**src/rtl/vc32_pkg.sv**
```systemverilog
// Shared vc32 execute-stage types and constants.
// Holds the mul/div sequencer state encoding and its step-counter width.
package vc32_pkg;

    typedef enum logic [1:0] {
        IDLE = 2'd0,
        MUL  = 2'd1,
        DIV  = 2'd2,
        DONE = 2'd3
    } muldiv_state_t;

    // Sized for the widest legal operand width (32): $clog2(32)+1.
    localparam int MULDIV_CNT_W = 6;

endpackage

```
**src/rtl/muldiv_seq.sv**
```systemverilog
// Iterative unsigned multiply / restoring divide, one bit per cycle.
// A single shared add/sub serves both operations; done pulses once per result.
module muldiv_seq
    import vc32_pkg::*;
#(
    parameter int RV = 32
) (
    input  logic          clk,
    input  logic          reset,
    input  logic          start_mul,
    input  logic          start_div,
    input  logic          kill,
    input  logic [RV-1:0] a,
    input  logic [RV-1:0] b,
    output logic          busy,
    output logic          done,
    output logic [RV-1:0] result,
    output logic [RV-1:0] rem
);

    localparam logic [MULDIV_CNT_W-1:0] CNT_LOAD = MULDIV_CNT_W'(RV - 1);
    localparam logic [MULDIV_CNT_W-1:0] CNT_ONE  = MULDIV_CNT_W'(1);

    muldiv_state_t         state_q, state_d;
    logic [MULDIV_CNT_W-1:0] cnt_q, cnt_d;
    // acc: product accumulator (MUL) or partial remainder (DIV)
    // x:   multiplicand (MUL) or dividend/quotient shift register (DIV)
    // y:   multiplier (MUL) or divisor (DIV)
    logic [RV-1:0]         acc_q, acc_d;
    logic [RV-1:0]         x_q, x_d;
    logic [RV-1:0]         y_q, y_d;
    logic [RV-1:0]         result_q, result_d;
    logic [RV-1:0]         rem_q, rem_d;
    logic                  done_q, done_d;

    logic                  sub;
    logic [RV:0]           op_x, op_y;
    logic [RV+1:0]         addsub;
    logic                  no_borrow;

    always_comb begin
        sub    = (state_q == DIV);
        op_x   = sub ? {acc_q, x_q[RV-1]} : {1'b0, acc_q};
        op_y   = sub ? {1'b0, y_q} : {1'b0, x_q};
        addsub = {1'b0, op_x} + {1'b0, (sub ? ~op_y : op_y)} + {{(RV+1){1'b0}}, sub};
        // A successful subtract leaves a remainder below the divisor, so bit RV is clear.
        no_borrow = addsub[RV+1] & ~addsub[RV];
    end

    always_comb begin
        state_d  = state_q;
        cnt_d    = cnt_q;
        acc_d    = acc_q;
        x_d      = x_q;
        y_d      = y_q;
        result_d = result_q;
        rem_d    = rem_q;
        done_d   = 1'b0;
        case (state_q)
            IDLE: begin
                if (!kill && start_mul) begin
                    state_d = MUL;
                    cnt_d   = CNT_LOAD;
                    acc_d   = '0;
                    x_d     = a;
                    y_d     = b;
                end else if (!kill && start_div) begin
                    if (b == '0) begin
                        state_d  = DONE;
                        done_d   = 1'b1;
                        result_d = '1;
                        rem_d    = a;
                    end else begin
                        state_d = DIV;
                        cnt_d   = CNT_LOAD;
                        acc_d   = '0;
                        x_d     = a;
                        y_d     = b;
                    end
                end
            end
            MUL: begin
                if (kill) begin
                    state_d = IDLE;
                end else begin
                    if (y_q[0]) acc_d = addsub[RV-1:0];
                    x_d = x_q << 1;
                    y_d = y_q >> 1;
                    if (cnt_q == '0) begin
                        state_d  = DONE;
                        done_d   = 1'b1;
                        result_d = acc_d;
                        rem_d    = '0;
                    end else begin
                        cnt_d = cnt_q - CNT_ONE;
                    end
                end
            end
            DIV: begin
                if (kill) begin
                    state_d = IDLE;
                end else begin
                    acc_d = no_borrow ? addsub[RV-1:0] : op_x[RV-1:0];
                    x_d   = {x_q[RV-2:0], no_borrow};
                    if (cnt_q == '0) begin
                        state_d  = DONE;
                        done_d   = 1'b1;
                        result_d = x_d;
                        rem_d    = acc_d;
                    end else begin
                        cnt_d = cnt_q - CNT_ONE;
                    end
                end
            end
            DONE: begin
                state_d = IDLE;
            end
            default: begin
                state_d = IDLE;
            end
        endcase
    end

    always_ff @(posedge clk) begin
        if (reset) begin
            state_q  <= IDLE;
            cnt_q    <= '0;
            acc_q    <= '0;
            x_q      <= '0;
            y_q      <= '0;
            result_q <= '0;
            rem_q    <= '0;
            done_q   <= 1'b0;
        end else begin
            state_q  <= state_d;
            cnt_q    <= cnt_d;
            acc_q    <= acc_d;
            x_q      <= x_d;
            y_q      <= y_d;
            result_q <= result_d;
            rem_q    <= rem_d;
            done_q   <= done_d;
        end
    end

    assign busy   = (state_q != IDLE);
    assign done   = done_q;
    assign result = result_q;
    assign rem    = rem_q;

endmodule

```
**config.mk**
```make
export PLATFORM = sky130hd
export DESIGN_NAME = muldiv_seq
export DESIGN_NICKNAME = d
export VERILOG_FILES = /design/src/rtl/vc32_pkg.sv /design/src/rtl/muldiv_seq.sv
export SDC_FILE = /design/constraint.sdc
export NUM_CORES = 1
export LEC_CHECK = 0
export CAP_MARGIN = 20
export CORE_MARGIN = 4
export CORE_UTILIZATION = 30
export CTS_CLUSTER_DIAMETER = 200
export CTS_CLUSTER_SIZE = 25
export DETAILED_ROUTE_END_ITERATION = 12
export PLACE_DENSITY = 0.58
export SLEW_MARGIN = 20
export SYNTH_ARGS = -nofsm -noshare
export SYNTH_HDL_FRONTEND = slang
export SYNTH_SLANG_ARGS = --single-unit
```
**constraint.sdc**
```tcl
create_clock -name clk -period 4.7 [get_ports clk]
set_input_delay 0.94 -clock clk [delete_from_list [all_inputs] [get_ports clk]]
set_output_delay 0.94 -clock clk [all_outputs]
set_load 0.01 [all_outputs]
```
======== Word-level counts from Yosys, hierarchy flattened ========
Index checks and enable logic that the tools add are counted.
storage, ports and cells
  register bits after elaboration ......... 169
  input bits .............................. 69
  output and inout bits ................... 66
  logic and storage cells ................. 101
operators by class
  add/sub/neg operators ................... 3
  eq/ne operators ......................... 15
  mux-type cells .......................... 56
  bitwise logic cells ..................... 3
  reductions and logical operators ........ 16
operators with widths
  kind                                               count
  two-way mux 32 bit                                 31
  case mux 32 bit (3 select lines)                   4
  two-way mux 33 bit                                 2
  case mux 32 bit (2 select lines)                   1
  adder 33 x 33 -> 34 bit                            1
  adder 34 x 1 -> 34 bit                             1
  NOT 32 -> 33 bit                                   1
  zero test 32 bit                                   1
  two-way mux 6 bit                                  5
  != test 2 bit (second input constant)              8
  case mux 6 bit (2 select lines)                    1
  AND reduction 5 bit                                2
  two-way mux 2 bit                                  4
  AND reduction 8 bit                                1
  zero test 6 bit                                    1
  two-way mux 1 bit                                  6
  != test 3 bit (second input constant)              2
  case mux 2 bit (3 select lines)                    1
  nonzero test 2 bit                                 3
  subtractor 6 x 1 -> 6 bit (second input constant)  1
  == test 2 bit (second input constant)              2
  AND reduction 4 bit                                1
  != test 3 x 1 -> 1 bit (second input constant)     1
  nonzero test 3 bit                                 1
  other kinds (10)                                   11

======== Depth between registers and ports, before layout ========
  word-level depth ........................ 12
  gate-level depth with buffers ........... 21
  depth with buffers taken out ............ 16

======== Worst setup path before layout ========
Ideal clock, no wire load.
  path kind ............................... register to register
  start point ............................. register state_q[0]
  end point ............................... register acc_q[3]
  library setup time ...................... 0.141 ns
  arrival ................................. 4.561 ns
  required time ........................... 4.559 ns
  slack ................................... -0.002 ns
  stages on the path, launching flop included .. 20
  buffers on the path ..................... 5
  clock period less this slack ............ 4.702 ns
  cell sequence ........................... dfxtp_1 inv_1 ha_1 clkbuf_1 clkbuf_1 mux2_2 ha_1 clkbuf_2 nand2_1 or3_1 a2111oi_4 o31ai_2 a2111oi_4 o21ai_2 a211o_1 a21oi_2 buf_6 buf_6 mux2i_1 o221ai_1
between the ends
  word-level cells in the longest chain between the ends .. 11
  elaborated cells between the ends (all ways) .. 22
  those cells by class .................... add/sub: 2; eq/ne: 6; mux: 8; bitwise: 3; reduce/logical: 3
ends and longest elaborated chain
  item                              line                                source
  from (decl)                       muldiv_seq.sv:24                    muldiv_state_t state_q, state_d;
  from (signal assigned)            muldiv_seq.sv:135                   state_q <= state_d;
  == test 2 bit                     muldiv_seq.sv:42, muldiv_seq.sv:59
  two-way mux 32 bit                muldiv_seq.sv:44                    op_y = sub ? {1'b0, y_q} : {1'b0, x_q};
  NOT 32 -> 33 bit                  muldiv_seq.sv:45                    addsub = {1'b0, op_x} + {1'b0, (sub ? ~op_y : op_y)} + {{(RV+1){1'b0}}, sub};
  two-way mux 33 bit                muldiv_seq.sv:45
  adder 33 x 33 -> 34 bit           muldiv_seq.sv:45
  adder 34 x 1 -> 34 bit            muldiv_seq.sv:45
  NOT 1 bit                         muldiv_seq.sv:47                    no_borrow = addsub[RV+1] & ~addsub[RV];
  AND 1 bit                         muldiv_seq.sv:47
  two-way mux 32 bit                muldiv_seq.sv:103                   acc_d = no_borrow ? addsub[RV-1:0] : op_x[RV-1:0];
  two-way mux 32 bit                muldiv_seq.sv:100                   if (kill) begin
  case mux 32 bit (3 select lines)  muldiv_seq.sv:59                    case (state_q)
  to (signal assigned)              muldiv_seq.sv:128                   acc_q <= '0;
  to (signal assigned)              muldiv_seq.sv:137                   acc_q <= acc_d;
  to (decl)                         muldiv_seq.sv:29                    logic [RV-1:0] acc_q, acc_d;
Several ways; a longest one is shown, not always the timed one. The select of a mux whose other input is x is not followed.
A chain may end at the register's enable or synchronous reset.

======== Final worst setup path ========
  start point ............................. register state_q[0]
  end point ............................... register acc_q[8]
Same word-level chain as after synthesis.

==> out/results.ini <==
[pwr]
powerDensity_nw_per_um2 = 634
clock_power_share_pct = 17.7
power_frac_comb_pct = 53.5
irDropWorstVdd_v = 0.000337
swShare_pct = 46.8
switchingPower_uw = 3900
internal_power_uw = 4430
leakage_uw = 0.00460
pwr-share-seq_pct = 28.8
finalPower_uw = 8330

[timing]
fin_crit_sh_pct = 95.1
maxSlewHeadroom_pct = 38.5
drv_slew = 0
clock_skew_ps = 16.0
setup_slack_ps = 229
fmax_mhz = 224
setup_viol = 0
hold_viol_final = 0
setup_tns_ps = 0
period_minus_slack_ps = 4470
worstMarginPinSlew_ps = 922

[setup_path]
crit_path_start_kind = register
reg2reg_slack_ps = 230
required_ps = 5010
rr_worst_depth = 16
r2r_start = state_q[0]$_SDFFE_PP0P_
worstSetupEndpointType = register
path_max_fanout = 21
critPathKind = register to register
arrival_ps = 4780
worstReg2RegEnd = acc_q[8]$_SDFFE_PP0P_

[grt]
grtUsageMet1_pct = 30.4
overflow = 0
met3_usage_pct = 4.09
grt_max_degree = 78
grt_pass1_vias = 9897
grt_pass1_wl_um = 59300
grt_most_used_layer = met1
antenna_found_initial = 1
grt_usage_pct = 19.4
met2_usage_pct = 26.9

[place]
hpwlAfterDp_um = 28200
gp_congestion = 0.895
dpl_worst_slack_ps = 50.1
portBuffers = 134

[layout]
fin_util_pct = 38.0
final_cell_mix = dfxtp_1 (168), nand2_1 (145), clkdlybuf4s50_1 (133)
antenna_cells = 0
fin_nets = 1505
area_growth_pct = 24.8
final_common_cell = dfxtp_1
fill_cells = 3540
drive_gt1_share_pct = 11.9

[clock_tree]
clkTransAtPathRegs_ps = 80
numCtsBuffers = 17
cts_tree = built
clockBufferDepth = 2
clk_root_buffer_cell = clkbuf_16
worst_skew_pair.late_latency_ps = 450
cts.sinks = 169
cts_hold_buf = 0
htreeDepth = 4

[run]
drv_cap = 0

[synth]
syn_nets = 1402
synth_seq_cells = 169
netlist-cell-type-count = 67
netlist_area_um2 = 10500
yosys_warnings = 0
synthCells = 1294
ys.flop_type = dfxtp_1
avgSynthCellArea_um2 = 8.14
synth_edf_count = 0
ys_seq_area_share_pct = 32.1
ys_async_sr_fraction_pct = 0

[drt]
routedWlPerCell_um = 20.5
dr.pass1.iters = 5
first_iter_violations = 998
drc = 0
routed_wl_um = 38100
final_antenna_net_count = 0
routed_via_density = 5.68
vias = 10600

[min_path]
whs_path_depth = 2
hp-class = register to register
min_from = rem[17]$_SDFFE_PP0P_
whs_endpoint = rem[17]$_SDFFE_PP0P_

[floorplan]
row_count = 68
ios = 135
coreArea_um2 = 34500
die_w_um = 195
dieHeight_um = 195
initial_core_util_pct = 30.5
die_area_um2 = 38200

[run_status]
outcome = complete, no violations

## state kept, by name (all words and copies together) (netlist names)
name	count
x_q	32
state_q	2
result	32
y_q	32
acc_q	32
cnt_q	6
rem	32
done	1
## critical path, stage by stage, from the launching register on
cell	delay (ps)
dfxtp_1	340
inv_2	110
ha_4	190
buf_12	170
mux2_2	350
ha_2	360
nand2_1	110
or3_1	410
a2111oi_4	390
o31ai_2	130
a2111oi_4	380
o21ai_2	160
a211o_1	330
a21oi_4	250
buf_12	220
mux2i_2	270
o221ai_1	140
## how the worst max path moves through the flow
stage	startpoint	endpoint	slack (ps)	depth (start not counted)
global route	state_q[0]$_SDFFE_PP0P_	acc_q[9]$_SDFFE_PP0P_	-20	16
finish	state_q[0]$_SDFFE_PP0P_	acc_q[8]$_SDFFE_PP0P_	230	16
floorplan	state_q[0]$_SDFFE_PP0P_	acc_q[3]$_SDFFE_PP0P_	110	18
CTS	state_q[0]$_SDFFE_PP0P_	acc_q[21]$_SDFFE_PP0P_	30	16
detailed placement	state_q[0]$_SDFFE_PP0P_	acc_q[18]$_SDFFE_PP0P_	50	16
global placement	state_q[0]$_SDFFE_PP0P_	acc_q[21]$_SDFFE_PP0P_	160	16
## per-stage QoR
| step | std cells | area, um^2 | hold slack (ps) |
|---|---|---|---|
| 5_1_grt | 1864 | 13100 | 515 |
| 3_3_place_gp | 1831 | 12500 | 464 |
| 2_1_floorplan | 1294 | 10500 | 450 |
| 4_1_cts | 1862 | 13100 | 491 |
| 6_report | 1864 | 13100 | 485 |
| 3_5_place_dp | 1831 | 12500 | 475 |
## synthesized netlist by cell type (3+ instances only)
| cell type | number | area, um^2 |
|---|---|---|
| dfxtp_1 | 169 | 3380 |
| nand2_1 | 145 | 544 |
| nor2_1 | 106 | 398 |
| o21ai_0 | 98 | 490 |
| clkbuf_1 | 89 | 334 |
| a211oi_1 | 68 | 510 |
| mux2i_1 | 64 | 641 |
| a31oi_1 | 56 | 350 |
| a21oi_1 | 53 | 265 |
| mux2_2 | 49 | 552 |
| a22oi_1 | 38 | 285 |
| ha_1 | 38 | 475 |
| o21ai_1 | 32 | 160 |
| nand3_1 | 28 | 140 |
| o221ai_1 | 22 | 193 |
| and4_1 | 21 | 184 |
| nor2b_1 | 20 | 125 |
| inv_1 | 19 | 71.3 |
| xnor2_1 | 18 | 158 |
| xor2_1 | 14 | 123 |
| a41oi_1 | 12 | 105 |
| a21o_1 | 10 | 75.1 |
| buf_1 | 10 | 37.5 |
| nor4_1 | 10 | 62.6 |
| o211ai_1 | 9 | 67.6 |
| a311oi_1 | 8 | 70.1 |
| and2_1 | 7 | 43.8 |
| nand2b_1 | 7 | 43.8 |
| nand4_1 | 7 | 43.8 |
| and3_1 | 5 | 31.3 |
| nor3_1 | 5 | 25.0 |
| o2111ai_1 | 4 | 35.0 |
| o21bai_1 | 4 | 30.0 |
| buf_6 | 3 | 33.8 |
| nor3b_1 | 3 | 22.5 |
| o21a_1 | 3 | 22.5 |
| o31ai_1 | 3 | 22.5 |
## power by group through the flow
| stage | registers (uW) | logic (uW) | clock network (uW) |
|---|---|---|---|
| floorplan | 2270 | 2780 | 0 |
| global placement | 2400 | 4340 | 0 |
| detailed placement | 2400 | 4360 | 0 |
| CTS | 2370 | 4390 | 1480 |
| global route | 2440 | 4910 | 1540 |
| finish | 2400 | 4460 | 1470 |
## cell families after synthesis
logic type      after synthesis  synth area share (%)
compound gates              445                  28.1
simple gates                369                  16.2
flops                       169                  32.1
buf+inv                     127                  4.88
mux                         113                  11.3
fa+ha+maj                    39                  4.71
xor+xnor                     32                  2.66
## routing by layer
metal / vias to the layer above / wire [um]
met5: - / 12
met4: 2 / 545
met3: 36 / 3320
met2: 447 / 15400
met1: 5047 / 18900
li1: 5050 / -
## final cells by class
cell class                 count  area (um^2)  area share [%]
timing repair buffer         190         1810            13.8
clock buffer                  19          443            3.37
sequential                   169         3380            25.8
multi-input combinational    998         6710            51.0
inverter                      21         81.3           0.619
tap                          455          569            4.33
clock inverter                12          144            1.10
## what timing repair did
| action | CTS | global route |
|---|---|---|
| buffers inserted | 0 | 1 |
| endpoints found under the setup margin | 0 | 51 |
| gates resized for setup | 0 | 16 |
(Power assumes the default switching activity.)
